[src/rtl/multicycle_sequencer_if.sv]
// Control bundle between the multicycle sequencer and its datapath.
// master = sequencer side, slave = datapath side.
interface multicycle_sequencer_if;
  logic [5:0] opCode;
  logic       MOC;
  logic       zero;
  logic       marLoad;
  logic       mdrLoad;
  logic       instRegLoad;
  logic       pcLoad;
  logic       pcSrcBranch;
  logic       pcSrcJump;
  logic       memEnable;
  logic       RW;
  logic       regWrite;
  logic       regDst;
  logic       memToReg;
  logic       flagLoad;
  logic [1:0] aluSrc;
  logic [5:0] aluCode;
  logic [3:0] state;
  logic       illegal;
  logic       busErr;

  modport master (
    input  opCode, MOC, zero,
    output marLoad, mdrLoad, instRegLoad, pcLoad, pcSrcBranch, pcSrcJump,
           memEnable, RW, regWrite, regDst, memToReg, flagLoad,
           aluSrc, aluCode, state, illegal, busErr
  );

  modport slave (
    output opCode, MOC, zero,
    input  marLoad, mdrLoad, instRegLoad, pcLoad, pcSrcBranch, pcSrcJump,
           memEnable, RW, regWrite, regDst, memToReg, flagLoad,
           aluSrc, aluCode, state, illegal, busErr
  );
endinterface

[src/rtl/multicycle_sequencer.sv]
// Control FSM for a multicycle CPU datapath: fetch, decode, execute, memory
// and write-back phases, with a bounded memory wait and sticky error states.
module multicycle_sequencer (
  input  logic                   Clk,
  input  logic                   Reset,
  multicycle_sequencer_if.master bus
);

  typedef enum logic [3:0] {
    FETCH_MAR = 4'd0,
    FETCH_RD  = 4'd1,
    FETCH_IR  = 4'd2,
    DECODE    = 4'd3,
    EXEC_R    = 4'd4,
    EXEC_I    = 4'd5,
    MEM_ADDR  = 4'd6,
    MEM_RD    = 4'd7,
    MEM_WR    = 4'd8,
    WB        = 4'd9,
    BRANCH    = 4'd10,
    JUMP      = 4'd11,
    ILLEGAL   = 4'd12,
    BUS_ERR   = 4'd13
  } state_e;

  localparam logic [5:0] OP_RTYPE = 6'b000000;
  localparam logic [5:0] OP_ADDI  = 6'b001000;
  localparam logic [5:0] OP_ADDIU = 6'b001001;
  localparam logic [5:0] OP_LW    = 6'b100011;
  localparam logic [5:0] OP_SW    = 6'b101011;
  localparam logic [5:0] OP_BEQ   = 6'b000100;
  localparam logic [5:0] OP_J     = 6'b000010;

  state_e     state_q, state_d;
  logic       rst_hold_q;
  logic [3:0] wait_cnt_q, wait_cnt_d;
  logic [5:0] op_q, op_d;
  logic       illegal_q, illegal_d;
  logic       bus_err_q, bus_err_d;
  logic       in_wait_s;
  logic       entering_wait_s;

  // rst_hold_q keeps outputs idle for the cycle after Reset is released, so
  // FETCH_MAR becomes visible only on the first edge that sees Reset low.
  // State register, memory wait counter, latched opcode and sticky flags
  always_ff @(posedge Clk) begin
    if (Reset) begin
      state_q    <= FETCH_MAR;
      rst_hold_q <= 1'b1;
      wait_cnt_q <= 4'd0;
      op_q       <= 6'd0;
      illegal_q  <= 1'b0;
      bus_err_q  <= 1'b0;
    end else begin
      state_q    <= state_d;
      rst_hold_q <= 1'b0;
      wait_cnt_q <= wait_cnt_d;
      op_q       <= op_d;
      illegal_q  <= illegal_d;
      bus_err_q  <= bus_err_d;
    end
  end

  // Next-state logic, opcode latch and wait-counter update
  always_comb begin
    state_d         = state_q;
    op_d            = op_q;
    in_wait_s       = 1'b0;
    entering_wait_s = 1'b0;
    if (rst_hold_q) begin
      state_d = FETCH_MAR;
    end else begin
      case (state_q)
        FETCH_MAR: state_d = FETCH_RD;
        FETCH_RD: begin
          in_wait_s = 1'b1;
          if (bus.MOC) begin
            state_d = FETCH_IR;
          end else if (wait_cnt_q == 4'd15) begin
            state_d = BUS_ERR;
          end else begin
            state_d = FETCH_RD;
          end
        end
        FETCH_IR: state_d = DECODE;
        DECODE: begin
          op_d = bus.opCode;
          case (bus.opCode)
            OP_RTYPE:         state_d = EXEC_R;
            OP_ADDI, OP_ADDIU: state_d = EXEC_I;
            OP_LW, OP_SW:     state_d = MEM_ADDR;
            OP_BEQ:           state_d = BRANCH;
            OP_J:             state_d = JUMP;
            default:          state_d = ILLEGAL;
          endcase
        end
        EXEC_R: state_d = WB;
        EXEC_I: state_d = WB;
        MEM_ADDR: begin
          if (op_q == OP_LW) begin
            state_d = MEM_RD;
          end else if (op_q == OP_SW) begin
            state_d = MEM_WR;
          end else begin
            state_d = FETCH_MAR;
          end
        end
        MEM_RD: begin
          in_wait_s = 1'b1;
          if (bus.MOC) begin
            state_d = WB;
          end else if (wait_cnt_q == 4'd15) begin
            state_d = BUS_ERR;
          end else begin
            state_d = MEM_RD;
          end
        end
        MEM_WR: begin
          in_wait_s = 1'b1;
          if (bus.MOC) begin
            state_d = FETCH_MAR;
          end else if (wait_cnt_q == 4'd15) begin
            state_d = BUS_ERR;
          end else begin
            state_d = MEM_WR;
          end
        end
        WB:      state_d = FETCH_MAR;
        BRANCH:  state_d = FETCH_MAR;
        JUMP:    state_d = FETCH_MAR;
        ILLEGAL: state_d = ILLEGAL;
        BUS_ERR: state_d = BUS_ERR;
        default: state_d = FETCH_MAR;
      endcase
    end

    if ((state_d != state_q) &&
        ((state_d == FETCH_RD) || (state_d == MEM_RD) || (state_d == MEM_WR))) begin
      entering_wait_s = 1'b1;
    end else begin
      entering_wait_s = 1'b0;
    end

    if (entering_wait_s) begin
      wait_cnt_d = 4'd0;
    end else if (in_wait_s && !bus.MOC) begin
      wait_cnt_d = wait_cnt_q + 4'd1;
    end else begin
      wait_cnt_d = wait_cnt_q;
    end

    illegal_d = illegal_q | (state_d == ILLEGAL);
    bus_err_d = bus_err_q | (state_d == BUS_ERR);
  end

  // Moore output decode; BRANCH alone qualifies its PC strobes with zero
  always_comb begin
    bus.marLoad     = 1'b0;
    bus.mdrLoad     = 1'b0;
    bus.instRegLoad = 1'b0;
    bus.pcLoad      = 1'b0;
    bus.pcSrcBranch = 1'b0;
    bus.pcSrcJump   = 1'b0;
    bus.memEnable   = 1'b0;
    bus.RW          = 1'b0;
    bus.regWrite    = 1'b0;
    bus.regDst      = 1'b0;
    bus.memToReg    = 1'b0;
    bus.flagLoad    = 1'b0;
    bus.aluSrc      = 2'b11;
    bus.aluCode     = 6'b111111;
    bus.state       = state_q;
    bus.illegal     = illegal_q;
    bus.busErr      = bus_err_q;
    if (rst_hold_q) begin
      bus.state = 4'd0;
    end else begin
      case (state_q)
        FETCH_MAR: bus.marLoad = 1'b1;
        FETCH_RD, MEM_RD: begin
          bus.memEnable = 1'b1;
          bus.RW        = 1'b1;
          bus.mdrLoad   = 1'b1;
        end
        FETCH_IR: begin
          bus.instRegLoad = 1'b1;
          bus.pcLoad      = 1'b1;
          bus.aluSrc      = 2'b10;
          bus.aluCode     = 6'b100000;
        end
        EXEC_R: begin
          bus.aluSrc   = 2'b00;
          bus.aluCode  = 6'b000000;
          bus.flagLoad = 1'b1;
          bus.regDst   = 1'b1;
        end
        EXEC_I: begin
          bus.aluSrc   = 2'b01;
          bus.aluCode  = 6'b100000;
          bus.flagLoad = (op_q != OP_ADDIU);
        end
        MEM_ADDR: begin
          bus.aluSrc  = 2'b01;
          bus.aluCode = 6'b100000;
          bus.marLoad = 1'b1;
        end
        MEM_WR: begin
          bus.memEnable = 1'b1;
          bus.RW        = 1'b0;
        end
        WB: begin
          bus.regWrite = 1'b1;
          bus.regDst   = (op_q == OP_RTYPE);
          bus.memToReg = (op_q == OP_LW);
        end
        BRANCH: begin
          bus.aluSrc      = 2'b00;
          bus.aluCode     = 6'b100010;
          bus.pcLoad      = bus.zero;
          bus.pcSrcBranch = bus.zero;
        end
        JUMP: begin
          bus.pcLoad    = 1'b1;
          bus.pcSrcJump = 1'b1;
        end
        default: bus.marLoad = 1'b0;
      endcase
    end
  end

endmodule

[src/flat_wrapper.sv]
// flat-port wrapper written by rule: the top's interface ports become plain ports
module multicycle_sequencer_flat 
  (Clk, Reset, bus_opCode, bus_MOC, bus_zero, bus_marLoad, bus_mdrLoad, bus_instRegLoad, bus_pcLoad, bus_pcSrcBranch, bus_pcSrcJump, bus_memEnable, bus_RW, bus_regWrite, bus_regDst, bus_memToReg, bus_flagLoad, bus_aluSrc, bus_aluCode, bus_state, bus_illegal, bus_busErr);
  multicycle_sequencer_if bus_i ();
  input  logic Clk;
  input  logic Reset;
  input wire logic [$bits(bus_i.opCode)-1:0] bus_opCode;
  input wire logic [$bits(bus_i.MOC)-1:0] bus_MOC;
  input wire logic [$bits(bus_i.zero)-1:0] bus_zero;
  output wire logic [$bits(bus_i.marLoad)-1:0] bus_marLoad;
  output wire logic [$bits(bus_i.mdrLoad)-1:0] bus_mdrLoad;
  output wire logic [$bits(bus_i.instRegLoad)-1:0] bus_instRegLoad;
  output wire logic [$bits(bus_i.pcLoad)-1:0] bus_pcLoad;
  output wire logic [$bits(bus_i.pcSrcBranch)-1:0] bus_pcSrcBranch;
  output wire logic [$bits(bus_i.pcSrcJump)-1:0] bus_pcSrcJump;
  output wire logic [$bits(bus_i.memEnable)-1:0] bus_memEnable;
  output wire logic [$bits(bus_i.RW)-1:0] bus_RW;
  output wire logic [$bits(bus_i.regWrite)-1:0] bus_regWrite;
  output wire logic [$bits(bus_i.regDst)-1:0] bus_regDst;
  output wire logic [$bits(bus_i.memToReg)-1:0] bus_memToReg;
  output wire logic [$bits(bus_i.flagLoad)-1:0] bus_flagLoad;
  output wire logic [$bits(bus_i.aluSrc)-1:0] bus_aluSrc;
  output wire logic [$bits(bus_i.aluCode)-1:0] bus_aluCode;
  output wire logic [$bits(bus_i.state)-1:0] bus_state;
  output wire logic [$bits(bus_i.illegal)-1:0] bus_illegal;
  output wire logic [$bits(bus_i.busErr)-1:0] bus_busErr;
  assign bus_i.opCode = bus_opCode;
  assign bus_i.MOC = bus_MOC;
  assign bus_i.zero = bus_zero;
  assign bus_marLoad = bus_i.marLoad;
  assign bus_mdrLoad = bus_i.mdrLoad;
  assign bus_instRegLoad = bus_i.instRegLoad;
  assign bus_pcLoad = bus_i.pcLoad;
  assign bus_pcSrcBranch = bus_i.pcSrcBranch;
  assign bus_pcSrcJump = bus_i.pcSrcJump;
  assign bus_memEnable = bus_i.memEnable;
  assign bus_RW = bus_i.RW;
  assign bus_regWrite = bus_i.regWrite;
  assign bus_regDst = bus_i.regDst;
  assign bus_memToReg = bus_i.memToReg;
  assign bus_flagLoad = bus_i.flagLoad;
  assign bus_aluSrc = bus_i.aluSrc;
  assign bus_aluCode = bus_i.aluCode;
  assign bus_state = bus_i.state;
  assign bus_illegal = bus_i.illegal;
  assign bus_busErr = bus_i.busErr;
  multicycle_sequencer u_core (.Clk(Clk), .Reset(Reset), .bus(bus_i));
endmodule
[config.mk]
export PLATFORM = sky130hd
export DESIGN_NAME = multicycle_sequencer_flat
export DESIGN_NICKNAME = d
export VERILOG_FILES = /design/src/rtl/multicycle_sequencer_if.sv /design/src/rtl/multicycle_sequencer.sv /design/src/flat_wrapper.sv
export SDC_FILE = /design/constraint.sdc
export NUM_CORES = 1
export LEC_CHECK = 0
export CORE_ASPECT_RATIO = 1.25
export CORE_MARGIN = 2
export CORE_UTILIZATION = 49
export CTS_CLUSTER_DIAMETER = 100
export DETAILED_ROUTE_END_ITERATION = 6
export GPL_TIMING_DRIVEN = 0
export PLACE_DENSITY = 0.84
export SETUP_SLACK_MARGIN = 0.4
export SYNTH_ARGS = -nofsm -noshare
export SYNTH_HDL_FRONTEND = slang
export SYNTH_SLANG_ARGS = --single-unit
[constraint.sdc]
create_clock -name Clk -period 2.5 [get_ports Clk]
set_input_delay 0.375 -clock Clk [delete_from_list [all_inputs] [get_ports Clk]]
set_output_delay 0.375 -clock Clk [all_outputs]
set_load 0.03 [all_outputs]
Yosys cells after proc, flatten, opt, wreduce, memory -nomap -nowiden
Index checks and enable logic that the tools add are counted.
{ "totals": {"ff_bits": 17, "input_bits": 10, "output_inout_bits": 26} }
{ "op_classes": {"n_addsub": 1, "n_eq_ne": 29, "n_mux": 40, "bitwise": 3, "n_reduce_logical": 20} }
{ "ops": {"columns": ["operator", "count"], "rows": [
  ["$eq 4x4->1 const B", 10],
  ["$pmux 4 s10", 1],
  ["$mux 4", 9],
  ["$eq 6x6->1 const B", 4],
  ["$mux 1", 21],
  ["$eq 4x3->1 const B", 5],
  ["$pmux 4 s5", 1],
  ["$pmux 6 s3", 1],
  ["$reduce_or 2->1", 9],
  ["$eq 6x4->1 const B", 2],
  ["$logic_not 6->1", 2],
  ["$eq 4x1->1 const B", 2],
  ["$eq 4x2->1 const B", 2],
  ["$eq 6x2->1 const B", 1],
  ["$eq 6x3->1 const B", 1],
  ["$mux 6", 1],
  ["$ne 6x4->1 const B", 1],
  ["$pmux 1 s2", 3],
  ["$pmux 2 s3", 1],
  ["$reduce_or 3->1", 2],
  ["$add 4x1->4 const B", 1],
  ["$logic_not 4->1", 1],
  ["$ne 4x4->1", 1],
  ["$mux 3", 1],
  ["other kinds (7)", 10]
]} }

Longest topological paths before layout
{ "logic_depth": {"depth_word": 11, "depth_mapped": 8, "mapped_depth_nobuf": 8} }

Worst setup path before layout
Ideal clock, no wire load.
{ "synth_path": {"path_kind": "register -> output", "from": "register u_core.rst_hold_q", "to": "output port bus_aluCode[2]", "t_arrival_ps": 2470, "required_ps": 2125, "path_slack_ps": -345, "path_stages_with_launch": 6, "path_buffers": 3, "cell_sequence": "dfxtp_1 -> clkbuf_1 -> clkbuf_1 -> nor4_1 -> nor2b_1 -> buf_4"} }
{ "synth_via": {"elab_chain_cells": 1} }
{ "synth_lines": {"columns": ["element", "line", "rtl"], "rows": [
  ["start: declaration", "multicycle_sequencer.sv:35", "logic rst_hold_q;"],
  ["start signal: assignment", "multicycle_sequencer.sv:49", "rst_hold_q <= 1'b1;"],
  ["start signal: assignment", "multicycle_sequencer.sv:56", "rst_hold_q <= 1'b0;"],
  ["$mux 6", "multicycle_sequencer.sv:175", "if (rst_hold_q) begin"],
  ["end: declaration", "flat_wrapper.sv:23", "output wire logic [$bits(bus_i.aluCode)-1:0] bus_aluCode;"]
]} }
No other way between the ends.

Worst setup path in the final report
{ "layout_path": {"from": "register u_core.state_q[2]", "to": "output port bus_aluCode[2]"} }
{ "layout_via": {"elab_chain_cells": 4} }
{ "layout_lines": {"columns": ["element", "line", "rtl"], "rows": [
  ["start: declaration", "multicycle_sequencer.sv:34", "state_e state_q, state_d;"],
  ["start signal: assignment", "multicycle_sequencer.sv:55", "state_q <= state_d;"],
  ["$eq 4x2->1 / $eq 4x3->1 (equally long branches)", "multicycle_sequencer.sv:178", "case (state_q)"],
  ["$reduce_or 3->1 (no source line)", null, null],
  ["$pmux 6 s3 (*)", "multicycle_sequencer.sv:178", null],
  ["$mux 6 (*)", "multicycle_sequencer.sv:175", null]
]} }
Mark *: on every way between the ends. The rest lies on a longest branch, timed or not.

==> metrics.yaml <==
status: "finished clean"
cts_tree: "yes"
io_pins: 36
max-slew-margin-rel_pct: 57.22
io_buffer_count: 35
start_util_pct: 50.52
clk_path_buf_depth: 2
whs_ps: 487.1
grt_util_met2_pct: 48.59
htreeDepth: 1
dieHeight_um: 64.75
crit_top_cell: "buf_6"
finalHoldViolCount: 0
yosysMostFrequentCell: "nor2_1"
ys_seq_elements: 17
grt_pass1_wl_um: 7514
path_depth: 8
rows: 22
synth_top_cell_by_area: "dfxtp_1"
cts_root_buf: "clkbuf_4"
overflow: 0
grt_pass1_vias: 1600
synth_top_family_by_area: "simple AND/OR/NAND/NOR gates"
grt_setup_unrepaired: "yes"
gp_congestion: 0.8990
synth_common_cells: "nor2_1, dfxtp_1, nor2b_1, nand2_1, mux2i_1"
drv_cap: 0
ys_async_sr_fraction_pct: 0
critPathTopFamily: "simple AND/OR/NAND/NOR gates"
worst_slack_ps: 293.3
core_region_area_mm2: 0.002863
synthSimpleGateAreaFrac_pct: 35.81
muxShareOfSynthArea_pct: 6.315
tns_ps: 0
p_per_area_mw_per_mm2: 267.2
netlist_area_mm2: 0.001446
diodes: 0
critPathLaunchType: "flop"
worstSetupEndpointType: "output port"
synthTopCellsByArea: "dfxtp_1, nor2_1, nor2b_1"
post-synth-top-area-fraction_pct: 23.53
min_path_cells: 3
clock-sinks: 17
ys_warn_count: 0
synth-xor-area-share_pct: 3.633
arrival_ps: 1830
synthAdderAreaFrac_pct: 0.8651
yosysUniqueCellTypes: 55
grtUsageTotal_pct: 29.05
period_needed_ps: 2207
drc: 0
regArea_um2: 352.8
final_nets: 248
cts.clk_slew.worst_paths_ps: 110
post-dp-hpwl_um: 3138
synth-compound-area-share_pct: 22.58
cts_inserted_buffers: 3
drv_slew: 0
gr-usage-met1_pct: 36.10
layout-drive-gt1-share_pct: 41.53
gr-max-usage-layer: "met2"
finalSetupViolCount: 0
syn_to_final_growth_pct: 53.63
dr.pass1.iters: 4
dr_total_vias: 1615
total_leakage_power_uw: 0.0008991
period_share_pct: 88.27
final_cell_area_mm2: 0.002222
synth-edff-count: 0
crit_type: "reg2out"
slowest_stage: "dfxtp_2"
pre_cts_slack_ps: -184.7
met3_usage_pct: 5.069
max_slew.worst_pin.slew_ps: 635.0
detail_route.wl_per_cell_um: 17.28
r2r_cells: 8
max_freq_mhz: 453.2
synth_seq_area_share_pct: 23.53
peakVddDrop_v: 0.0004521
worstHoldPathType: "in2reg"
grt_start_max_net_pins: 12
crit_fanout: 5
fillerInstances: 208
path_cells: "buf_6 > clkbuf_16 > nor2b_4 > and2_4 > o21bai_4 > nor2b_4 > buf_6 > buf_6"
via_per_inst: 5.938
ys.flop_type: "dfxtp_1"
drt-initial-drc-count: 96
antenna_found_initial: 0
netlist_instances: 184
dieArea_mm2: 0.003405
place_area_mm2: 0.001918
synth_area_per_cell_um2: 7.861
worst_ep_required_time_ps: 2120
fp.dieW_um: 52.60
fin_skew_ps: 8.922
wl_um: 4701
ant_nets: 0
synth_nets: 195
clock_latency_ps: 310
worst-path-buf-inv: 4
multiInputGateArea_mm2: 0.001192
slowest_delay_ps: 340
[tightest hold or removal path, cell delays in order]
cell and delay [ps]:
dlymetal6s2s_1 200, mux2i_1 110, nor2_1 80
[metrics by stage]
| step | utilization (%) | total power, µW | instances |
|---|---|---|---|
| floorplan | - | 366.9 | 184 |
| global placement | 67.00 | 412.1 | 255 |
| detailed placement | 67.00 | 414.8 | 255 |
| CTS | 75.74 | 579.8 | 269 |
| global route | 77.62 | 614.9 | 272 |
| finish | 77.62 | 593.7 | 272 |
[cell families (layout without fill, tap and decap cells)]
family | count (synthesis) | after routing
buffers and inverters | 20 | 72
DFF | 17 | 17
AOI/OAI and AO/OA | 39 | 39
muxes | 9 | 9
xor gates and xnor gates | 6 | 6
adders and majority gates | 1 | 1
and+or+nand+nor | 92 | 92
[layout by cell type (no fill, tap or decap), types with 7 or more instances in the layout]
| master | netlist | final |
|---|---|---|
| nand2_1 | 12 | 10 |
| nor2b_1 | 13 | 9 |
| nor2_1 | 25 | 23 |
| mux2i_1 | 8 | 8 |
| buf_6 | 1 | 10 |
| dfxtp_1 | 17 | 11 |
| buf_4 | 5 | 15 |
| buf_2 | 3 | 7 |
| dlygate4sd2_1 | 0 | 7 |
| a21oi_1 | 7 | 7 |
[flip-flops by register name, summed over array words and instances, names as in the netlist]
| signal | count |
|---|---|
| u_core.state_q | 4 |
| u_core.wait_cnt_q | 4 |
| u_core.bus.illegal | 1 |
| u_core.bus.busErr | 1 |
| u_core.op_q | 6 |
| u_core.rst_hold_q | 1 |
[timing repair]
action                     CTS  global route
pin swaps                    6             6
gates resized for setup    119            45
setup endpoints to repair   28            24
buffers inserted            10             3
hold buffers                 0             0
[path summary, 6_finish.rpt]
path         slack [ps]              endpoint            startpoint
min                 490        u_core.op_q[5]         bus_opCode[5]
max                 290        bus_aluCode[2]     u_core.state_q[2]
max reg2reg         360  u_core.wait_cnt_q[0]  u_core.wait_cnt_q[1]
min reg2reg         510     u_core.bus.busErr     u_core.bus.busErr
[layout make-up]
| class | instances | share of cell area, % |
|---|---|---|
| buffer | 17 | 8.559 |
| clock buffer | 3 | 1.014 |
| clock inverter | 1 | 0.3378 |
| inverter | 3 | 0.5068 |
| multi-input combinational | 147 | 53.66 |
| sequential | 17 | 15.88 |
| tap | 36 | 2.027 |
| timing repair buffer | 48 | 18.02 |
[power by group]
part           switching [µW]  internal [µW]
registers                2.17            272
clock network            97.6           61.2
logic                    90.8           69.7
total                     191            403
[per-layer routing]
metal	vias up	wire [µm]
li1	767	-
met1	764	1819
met2	62	2425
met3	22	258
met4	0	199
met5	-	0
Note: power is estimated with default switching activity, not from simulation.
